$ cat src/rtl/serial_subtractor.sv
// Bit-serial unsigned subtractor: {bout, diff} = a - b - bin, one bit per clock, LSB first,
// sequenced by a start/done handshake.
module serial_subtractor #(
    parameter int unsigned SIZE = 8
) (
    input  logic            clk,
    input  logic            rst_n,
    input  logic            start,
    input  logic [SIZE-1:0] a,
    input  logic [SIZE-1:0] b,
    input  logic            bin,
    output logic            busy,
    output logic            done,
    output logic [SIZE-1:0] diff,
    output logic            bout
);

    localparam int unsigned CW = $clog2(SIZE) + 1;

    typedef enum logic [1:0] {
        IDLE = 2'd0,
        BUSY = 2'd1,
        DONE = 2'd2
    } state_t;

    state_t          state, state_n;
    logic [SIZE-1:0] sa, sa_n;
    logic [SIZE-1:0] sb, sb_n;
    logic [SIZE-1:0] sr, sr_n;
    logic            br, br_n;
    logic [CW-1:0]   cnt, cnt_n;
    logic [SIZE-1:0] diff_n;
    logic            bout_n;
    logic            d_bit;
    logic            br_next;

    // Single full-subtractor cell on the current LSBs.
    assign d_bit   = sa[0] ^ sb[0] ^ br;
    assign br_next = (~sa[0] & sb[0]) | (~(sa[0] ^ sb[0]) & br);

    assign busy = (state == BUSY);
    assign done = (state == DONE);

    always_ff @(posedge clk or negedge rst_n) begin
        if (!rst_n) begin
            state <= IDLE;
            sa    <= '0;
            sb    <= '0;
            sr    <= '0;
            br    <= 1'b0;
            cnt   <= '0;
            diff  <= '0;
            bout  <= 1'b0;
        end else begin
            state <= state_n;
            sa    <= sa_n;
            sb    <= sb_n;
            sr    <= sr_n;
            br    <= br_n;
            cnt   <= cnt_n;
            diff  <= diff_n;
            bout  <= bout_n;
        end
    end

    always_comb begin
        state_n = state;
        sa_n    = sa;
        sb_n    = sb;
        sr_n    = sr;
        br_n    = br;
        cnt_n   = cnt;
        diff_n  = diff;
        bout_n  = bout;
        case (state)
            IDLE, DONE: begin
                // DONE accepts start just like IDLE so operations can run back-to-back.
                if (start) begin
                    sa_n    = a;
                    sb_n    = b;
                    br_n    = bin;
                    cnt_n   = '0;
                    sr_n    = '0;
                    state_n = BUSY;
                end else begin
                    state_n = IDLE;
                end
            end
            BUSY: begin
                sa_n  = sa >> 1;
                sb_n  = sb >> 1;
                sr_n  = {d_bit, sr[SIZE-1:1]};
                br_n  = br_next;
                cnt_n = cnt + CW'(1);
                // Results are published only on the final bit so they never show partial values.
                if (cnt == CW'(SIZE - 1)) begin
                    diff_n  = {d_bit, sr[SIZE-1:1]};
                    bout_n  = br_next;
                    state_n = DONE;
                end
            end
            default: state_n = IDLE;
        endcase
    end

endmodule
$ cat config.mk
export PLATFORM = sky130hd
export DESIGN_NAME = serial_subtractor
export DESIGN_NICKNAME = d
export VERILOG_FILES = /design/src/rtl/serial_subtractor.sv
export SDC_FILE = /design/constraint.sdc
export NUM_CORES = 1
export LEC_CHECK = 0
export ABC_CLOCK_PERIOD_IN_PS = 1900
export BUFFER_PORTS_ARGS = -buffer_cell sky130_fd_sc_hd__buf_2
export CORE_AREA = 2 2 59 61
export DETAILED_ROUTE_END_ITERATION = 16
export DIE_AREA = 0 0 61 63
export PLACE_DENSITY = 0.82
export SYNTH_ARGS = -nofsm -noshare
export SYNTH_HDL_FRONTEND = slang
export SYNTH_SLANG_ARGS = --single-unit
$ cat constraint.sdc
create_clock -name clk -period 1.9 [get_ports clk]
set_clock_uncertainty 0.05 [all_clocks]
set_input_delay 0.38 -clock clk [delete_from_list [all_inputs] [get_ports clk]]
set_output_delay 0.38 -clock clk [all_outputs]
set_load 0.1 [all_outputs]
# Word-level counts from Yosys, hierarchy flattened
# Index checks and enable logic that the tools add are counted.
classes:
  addsub: 1
  eq_ne: 5
  n_mux: 13
  bitwise: 7
  n_reduce_logical: 5
op_table:
  columns: ["cell", "count"]
  rows:
  - ["case mux 8 bit (2 select lines)", 3]
  - ["two-way mux 8 bit", 3]
  - ["case mux 4 bit (2 select lines)", 1]
  - ["adder 4 x 1 -> 4 bit (second input constant)", 1]
  - ["equality test 4 x 3 -> 1 bit (second input constant)", 1]
  - ["two-way mux 4 bit", 1]
  - ["case mux 2 bit (2 select lines)", 1]
  - ["AND reduction 2 bit", 2]
  - ["bitwise AND 1 bit", 2]
  - ["equality test 2 x 1 -> 1 bit (second input constant)", 1]
  - ["equality test 2 bit (second input constant)", 1]
  - ["logical NOT 2 bit", 1]
  - ["two-way mux 1 bit", 2]
  - ["two-way mux 2 bit", 1]
  - ["!= test 2 x 1 -> 1 bit (second input constant)", 1]
  - ["!= test 2 bit (second input constant)", 1]
  - ["NOT 1 bit", 2]
  - ["case mux 1 bit (2 select lines)", 1]
  - ["nonzero test 2 bit", 1]
  - ["OR reduction 2 bit", 1]
  - ["XOR 1 bit", 2]
  - ["bitwise OR 1 bit", 1]
totals:
  ff_bits: 40
  inputBits: 20
  out_inout_bits: 11
  elab_cells: 39

# Depth between registers and ports, before layout
# Gate-level depths: netlist (run 1).
depth:
  word_depth: 5
  depth_mapped: 6
  depth_no_buf: 4

# Worst setup path after synthesis (run 1)
# No wires, ideal clock.
synth_path:
  kind: "register to output"
  start: "register state[0]"
  end: "output done"
  arrival_time_ns: 1.722
  required_ns: 1.470
  slack_ns: -0.252
  stages_incl_launch_ff: 2
  path_buffers: 0
  cell_sequence: "dfrtp_1 nor2b_1"
synth_between:
  elab_chain_len: 1
synth_lines:
  columns: ["item", "line_no", "source"]
  rows:
  - ["from (decl)", "26", "state_t state, state_n;"]
  - ["from (signal assigned)", "55", "state <= state_n;"]
  - ["equality test 2 bit", "42", "assign done = (state == DONE);"]
  - ["to (decl)", "13", "output logic done,"]
# Every way passes these cells.

# Final worst setup path (run 1)
layout_path:
  start: "register state[1]"
  end: "output busy"
layout_between:
  elab_chain_len: 1
layout_lines:
  columns: ["item", "line_no", "source"]
  rows:
  - ["equality test 2 x 1 -> 1 bit", "41", "assign busy = (state == BUSY);"]
  - ["to (decl)", "12", "output logic busy,"]
# Every way passes these cells.

==> results of run 1 <==
-- worst min-delay path: stages --
cell and delay (ps):
buf_2 80, a22oi_1 50, nand2_1 50
-- synthesized netlist by cell type, drive strengths merged --
library cell  number  share of area (%)
dfrtp             39                 61
nand2             16                3.7
nand3             14                4.3
a22oi             13                6.1
a22o              11                6.0
mux2               8                5.6
buf                5                1.9
clkbuf             4               0.93
inv                4               0.93
mux2i              3                1.9
a221o              2                1.2
nand2b             2               0.78
nor2               2               0.47
nor2b              2               0.78
nor3               2                1.3
o21ai              2               0.62
and2b              1               0.47
fa                 1                1.2
ha                 1               0.78
nand4              1               0.39
-- routing by layer --
metal / part of all wire [%] / vias up / wire, microns
met3: 6.5 / 4 / 214
met2: 50 / 51 / 1650
met5: 0 / - / 0
met4: 1.0 / 0 / 33
li1: - / 551 / -
met1: 42 / 587 / 1390
-- through the flow --
| stage | hold WS, ps | setup WS [ps] | cell area [sq um] | cells |
|---|---|---|---|---|
| 2_1_floorplan | 34.4 | 235 | 1610 | 133 |
| 3_3_place_gp | 320 | 278 | 1850 | 206 |
| 3_5_place_dp | 327 | 201 | 1850 | 206 |
| 4_1_cts | 193 | 8.34 | 1920 | 216 |
| 5_1_grt | 201 | 63.1 | 1930 | 216 |
| 6_report | 203 | 119 | 1930 | 216 |
-- repair_timing --
| item | CTS | global route |
|---|---|---|
| setup buffers | 1 | 0 |
| setup endpoints to repair | 1 | 12 |
| pin swaps | 0 | 0 |
| gates resized for setup | 0 | 3 |
| hold buffers | 1 | 0 |
| hold endpoints to repair | 22 | 0 |
-- state kept, by name, summed over array words and instances (netlist names) --
name and cells:
state 2, sa 8, diff 8, sb 8, sr 7, br 1
bout 1, cnt 4
-- area by class of cell --
type | instances | area share (%)
multi-input cells | 81 | 30.5
clock inverters | 1 | 0.260
inverters | 4 | 0.780
flip-flops and latches | 39 | 50.7
well taps | 46 | 2.99
repair buffers | 38 | 12.5
clock buffers | 7 | 2.34
-- worst min-delay path by stage --
stage                      from      end  cells after the start
final                      a[1]    sa[1]                      3
after global routing       b[5]    sb[5]                      3
after CTS                  b[4]    sb[4]                      3
after detailed placement  rst_n  diff[0]                      1
after global placement    rst_n  diff[0]                      1
after floorplan           rst_n     bout                      0
-- cells by family (layout without fill, tap and decap cells) --
group	Yosys count	in the layout	share of synthesized area [%]
flip-flops	39	39	60.6
adder cells (fa/ha/maj)	2	2	2.02
AO/OA/AOI/OAI	28	28	13.9
AND/OR/NAND/NOR	40	40	12.3
buffers and inverters	13	50	3.80
multiplexers	11	11	7.45
-- cell usage in the layout, fill, tap and decap left out, types with 2 or more instances in the layout --
cell type / instances
dfrtp_1: 39
buf_2: 29
nand2_1: 16
nand3_1: 14
a22oi_1: 13
a22o_1: 11
mux2_2: 8
buf_4: 6
clkbuf_4: 5
inv_1: 3
mux2i_1: 3
o21ai_0: 2
a221o_1: 2
clkbuf_1: 2
buf_12: 2
==> qor.txt, run 1 <==
Critical Path Stages: 4
CP endpoint kind: output pin
CP Max Fanout: 20
CTS Buf Count: 5
Final Hold Viols: 0
Largest stage delay, worst path: 400 ps
CTS tree: built
htree depth: 2
Post-Syn Nets: 155
unrepaired setup endpoints after global routing: false
Nets: 191
clock root buffer: clkbuf_4
final setup fails: 0
Hold Path Class: input port to register
GRT met3 Usage: 4.97%
Setup Crit Path Kind: register to output pin
Critical Path Start: state[1]
RR Startpoint: cnt[0]
Detailed Route Iter0 Violations: 62
Die Ht: 63 microns
row count: 21
met1 Track Usage GR: 29.3%
Reg2Reg Capture Point: diff[6]
worst skew pair latency: 340 ps
CP cell instances: nand2b_4, inv_2, buf_12, buf_12
Pins Over Slew Limit: 0
Max Cap Violations: 0
Yosys cell types: 23
CP Data Required Time: 1470 ps
routed length per instance: 15.2 microns
port buffer count: 30
final period utilization: 93.7%
initial antenna violation count: 0
Clk pin slew, worst setup/hold paths: 110 ps
Pre-antenna DRT Iters: 4
CP Launch Type: register
crit path DAT: 1350 ps
die width: 61 microns
GR peak layer: met1
worst relative slew slack: 60.0%
first-pass GRT wire length: 5.69 mm
Seq. cell area: 976 sq um
vias in the first global route: 1184
Syn Area/Cell: 12.1 sq um
layout cells sized above 1: 32.9%
R2R setup slack: 230 ps
Initial Util: 49.9%
core area: 0.00323 sq mm
Worst Reg-to-Reg Cells: 4
cell family with most CP delay: buffers and inverters
DRC viols: 0
synthesized flop and latch total: 39
sequential cell area fraction in the yosys report: 60.6%
f_max: 562 MHz
Layout area overhead: 19.5%
clock tree sinks: 39
critical path endpoint: busy
# IOs: 31
mapped cell area: 0.00161 sq mm
fin crit period: 1780 ps
setup TNS: 0 ps
die area: 0.00384 sq mm
Fill cells: 275
largest net degree at the start of global routing: 25
Ys Warns: 0
Max clock buf depth: 2
Remaining Overflow, GRT: 0
WP buf/inv: 3
outcome: complete, no violations
Final Util: 59.6%
final WL: 3.29 mm
GR Util met2: 29.3%
gpl congestion: 0.739
n_diodes: 0
remaining antenna violation count after routing: 0
slowest cell on the critical path: dfrtp_1
DPL Wire Length: 2.35 mm
measured slew at the worst slew-check pin: 600 ps
Synth Instances: 133
area of the multi-input gates: 587 sq um
Total GRT Usage: 20.3%
via/cell ratio: 5.52
CP most frequent cell: buf_12
via count: 1193
Power of run 1 is left out: the tool's default activity adds up to more than one toggle a clock period on the data nets, which glitch-free logic cannot reach.
==> run 2: changes to the inputs <==
==> config.mk (replaced) <==
export PLATFORM = sky130hd
export DESIGN_NAME = serial_subtractor
export DESIGN_NICKNAME = d
export VERILOG_FILES = /design/src/rtl/serial_subtractor.sv
export SDC_FILE = /design/constraint.sdc
export NUM_CORES = 1
export LEC_CHECK = 0
export ABC_CLOCK_PERIOD_IN_PS = 1900
export CORE_AREA = 2 2 58 60
export DETAILED_ROUTE_END_ITERATION = 16
export DIE_AREA = 0 0 60 62
export DONT_BUFFER_PORTS = 1
export PLACE_DENSITY = 0.75
export SYNTH_ARGS = -nofsm -noshare
export SYNTH_HDL_FRONTEND = slang
export SYNTH_SLANG_ARGS = --single-unit
==> qor.txt, run 2 (synthesis results as in run 1) <==
clock root buffer: clkbuf_4
Fill cells: 276
via/cell ratio: 5.63
Detailed Route Iter0 Violations: 58
Initial Util: 50.7%
most frequent cells in the layout: dfrtp_1 (39), nand2_1 (16), nand3_1 (14)
routed length per instance: 15.0 microns
CP endpoint kind: output pin
vias in the first global route: 1012
row count: 21
CP Data Required Time: 1470 ps
n_diodes: 0
CTS Buf Count: 5
setup TNS: 0 ps
Die Ht: 62 microns
Clk pin slew, worst setup/hold paths: 110 ps
die width: 60 microns
crit path DAT: 1340 ps
# IOs: 31
unrepaired setup endpoints after global routing: false
final setup fails: 0
RR Startpoint: cnt[0]
remaining antenna violation count after routing: 0
DPL Wire Length: 1.89 mm
initial antenna violation count: 0
Max Cap Violations: 0
Setup Crit Path Kind: register to output pin
Remaining Overflow, GRT: 0
Max clock buf depth: 2
Pins Over Slew Limit: 0
Post-CTS Setup Inserts: 0
most common cell after layout, fill and taps aside: dfrtp_1
CTS tree: built
final WL: 2.80 mm
clock tree sinks: 39
Pre-antenna DRT Iters: 4
fin crit period: 1770 ps
Critical Path Start: state[1]
Worst Hold Launch: b[2]
measured slew at the worst slew-check pin: 909 ps
die area: 0.00372 sq mm
Nets: 162
via count: 1052
htree depth: 2
CP Max Fanout: 20
gpl congestion: 0.715
first-pass GRT wire length: 4.59 mm
Total GRT Usage: 17.3%
largest net degree at the start of global routing: 40
Layout area overhead: 11.3%
worst relative slew slack: 39.4%
worst skew pair latency: 350 ps
Largest regs: diff: 8 flops, sa: 8 flops, sb: 8 flops
port buffer count: 0
DRC viols: 0
CP Launch Type: register
core area: 0.00318 sq mm
layout cells sized above 1: 19.1%
Final Hold Viols: 0
outcome: complete, no violations
f_max: 564 MHz
final period utilization: 93.2%
Hold Path Class: input port to register
## run 2: repair_timing
item	CTS	global route
setup endpoints to repair	0	1
resized for setup	0	2
endpoints found under the hold margin	39	0
hold buffers	2	0
## run 2: worst max-delay path: stages (launching register included)
cell and delay [ps]:
dfrtp_1 380, nand2b_2 240, inv_4 140, buf_12 230
## run 2: layout make-up
cell class                      count  area, sq um  share of cell area (%)
Sequential cell                    39          976                    54.4
Multi-Input combinational cell     81          579                    32.3
Clock buffer                        8         68.8                    3.84
Tap cell                           46         57.6                    3.21
Timing Repair Buffer                9         95.1                    5.30
Inverter                            4         17.5                   0.976
## run 2: stage by stage
stage	cell area [sq um]	util (%)	hold WS, ps	setup slack, ps	cells
final	1790	56.4	105	128	187
after CTS	1790	56.3	92.6	20.1	187
after detailed placement	1690	53.2	35.2	220	177
after floorplan	1610	-	34.4	235	133
after global routing	1790	56.4	86.7	32.9	187
after global placement	1690	53.2	35.5	301	177
## run 2: routing by layer
| layer | vias to the layer above | GRT usage [%] | part of all wire, % |
|---|---|---|---|
| li1 | 492 | - | - |
| met1 | 522 | 21.4 | 44 |
| met2 | 33 | 26.4 | 47 |
| met3 | 5 | 8.90 | 7.2 |
| met4 | 0 | 5.71 | 1.4 |
| met5 | - | 0 | 0 |
## run 2: final timing paths
| path | end | slack, ps | cells after the start |
|---|---|---|---|
| min in group asynchronous | sr[4] | 440 | 2 |
| min | sb[2] | 100 | 2 |
| max in group asynchronous | cnt[1] | 1180 | 2 |
| max reg2reg | diff[1] | 210 | 4 |
| min reg2reg | sr[1] | 460 | 1 |
| max | busy | 130 | 3 |
Power of run 2 is left out for the same reason.
==> run 3: changes to the inputs <==
==> config.mk (replaced) <==
export PLATFORM = sky130hd
export DESIGN_NAME = serial_subtractor
export DESIGN_NICKNAME = d
export VERILOG_FILES = /design/src/rtl/serial_subtractor.sv
export SDC_FILE = /design/constraint.sdc
export NUM_CORES = 1
export LEC_CHECK = 0
export ABC_AREA = 1
export CORE_AREA = 2 2 60 62
export DETAILED_ROUTE_END_ITERATION = 16
export DIE_AREA = 0 0 62 64
export DONT_BUFFER_PORTS = 1
export PLACE_DENSITY = 0.76
export SLEW_MARGIN = 20
export SYNTH_ARGS = -nofsm -noshare
export SYNTH_HDL_FRONTEND = slang
export SYNTH_SLANG_ARGS = --single-unit
==> qor.txt, run 3 <==
Post-Syn Nets: 241
top post-synthesis cells by area: dfrtp_1 (56%), nand2_1 (26%), inv_1 (6.0%)
sequential cell area fraction in the yosys report: 56.0%
Post-CTS Setup Inserts: 0
CP endpoint kind: output pin
hold slack: 103 ps
layout cells sized above 1: 12.2%
Non-Filler Instances: 283
measured slew at the worst slew-check pin: 405 ps
Pre-antenna DRT Iters: 4
CP Data Required Time: 1470 ps
remaining antenna violation count after routing: 0
CP Launch Type: register
cell family with most CP delay: flip-flops
placed cell area: 0.00186 sq mm
largest net degree at the start of global routing: 40
DPL Wire Length: 2.09 mm
# IOs: 31
Final Hold Viols: 0
f_max: 585 MHz
CP cell instances: inv_2, nor2_4, buf_4
die area: 0.00397 sq mm
CTS tree: built
CTS resizes: 0
final period utilization: 90.0%
Synth Instances: 219
most frequent cells in the layout: nand2_1 (120), dfrtp_1 (39), inv_1 (28)
Detailed Route Iter0 Violations: 117
clock root buffer: clkbuf_4
fin crit period: 1710 ps
first-pass GRT wire length: 5.26 mm
outcome: complete, no violations
vias in the first global route: 1239
Largest stage delay, worst path: 450 ps
Initial Util: 53.1%
via/cell ratio: 4.62
number of flops mapped to enable cells by yosys: 0
Pins Over Slew Limit: 0
clock tree sinks: 39
row count: 21
port buffer count: 0
CP Max Fanout: 5
htree depth: 2
WP buf/inv: 2
core area: 0.00328 sq mm
placed cell count: 273
Max clock buf depth: 2
Yosys cell types: 17
Nets: 258
DRC viols: 0
Largest regs: diff: 8 flops, sa: 8 flops, sb: 8 flops
most common cell after layout, fill and taps aside: nand2_1
Clk pin slew, worst setup/hold paths: 110 ps
final WL: 3.13 mm
via count: 1308
Hold Path Class: input port to register
unrepaired setup endpoints after global routing: false
routed length per instance: 11.1 microns
Ys Warns: 0
Synth Flop Type: dfrtp_1
crit path DAT: 1280 ps
list of most frequent post-synthesis cells: nand2_1 (120), dfrtp_1 (39), inv_1 (28)
setup TNS: 0 ps
final setup fails: 0
slowest cell on the critical path: dfrtp_1
worst skew pair latency: 340 ps
n_diodes: 0
mapped cell area: 0.00174 sq mm
CTS Buf Count: 5
top cell type's share of synthesized area: 56.0%
synthesized flop and latch total: 39
die width: 62 microns
Total GRT Usage: 18.0%
Setup Crit Path Kind: register to output pin
Final Cell Area: 0.00194 sq mm
worst relative slew slack: 73.0%
Die Ht: 64 microns
most common cell in the synthesized netlist: nand2_1
Remaining Overflow, GRT: 0
ys async rst share: 100%
Max Cap Violations: 0
initial antenna violation count: 0
Layout area overhead: 11.3%
gpl congestion: 0.748
Syn Area/Cell: 7.96 sq um
post-synth top area cell: dfrtp_1
==> run 3: changes by cell type after synthesis, sizes merged, moves of 3 or more <==
cell	previous run	this run
nand3	14	4
mux2i	3	0
mux2	8	0
o22ai	0	6
nand2	16	122
clkbuf	4	0
nor2	2	6
inv	4	30
a22o	11	0
a22oi	13	0
==> run 3: stage by stage <==
step / worst slack (ps) / utilization [%]
floorplan: 234 / -
global placement: 530 / 56.7
detailed placement: 502 / 56.7
CTS: 169 / 59.1
global route: 97.7 / 59.1
finish: 190 / 59.1
==> run 3: cells by family after synthesis <==
logic type,Yosys count,synth area share [%]
and+or+nand+nor,134,30.1
AOI/OAI and AO/OA,9,3.01
adders and majority gates,2,1.87
buffers and inverters,35,9.04
DFF,39,56.0
==> run 3: worst register-to-register path: cells and delay by family, from the launching register on <==
kind / cells / cell delay, ps
simple gates: 5 / 630
flops: 1 / 440
fa+ha+maj: 1 / 210
==> run 3: final timing paths <==
path                           from  endpoint  slack (ps)  cells past startpoint
hold / removal                 a[7]     sa[7]         100                      2
min in group asynchronous     rst_n   diff[7]         440                      2
setup / recovery           state[0]      busy         190                      3
max in group asynchronous     rst_n    cnt[1]        1160                      2
hold reg to reg               sr[4]   diff[3]         430                      2
setup reg to reg             cnt[0]   diff[0]         480                      6
==> run 3: routing by layer <==
| layer | global-route usage [%] | wire [microns] | vias to the layer above |
|---|---|---|---|
| met3 | 5.67 | 142 | 7 |
| met2 | 25.8 | 1410 | 27 |
| met5 | 0 | 0 | - |
| met4 | 8.24 | 59 | 0 |
| met1 | 24.4 | 1510 | 592 |
| li1 | - | - | 682 |
==> run 3: repair_timing <==
action | CTS | global route
endpoints found under the setup margin | 0 | 0
endpoints found under the hold margin | 39 | 0
hold buffers | 2 | 0
==> run 3: final cells by class <==
class / instances / area, sq um
clock buffers: 7 / 45.0
clock inverters: 1 / 5.00
fillers: 311 / 1340
inverters: 30 / 113
multi-input cells: 145 / 618
flip-flops and latches: 39 / 976
well taps: 46 / 57.6
repair buffers: 15 / 128
Power of run 3 is left out for the same reason.
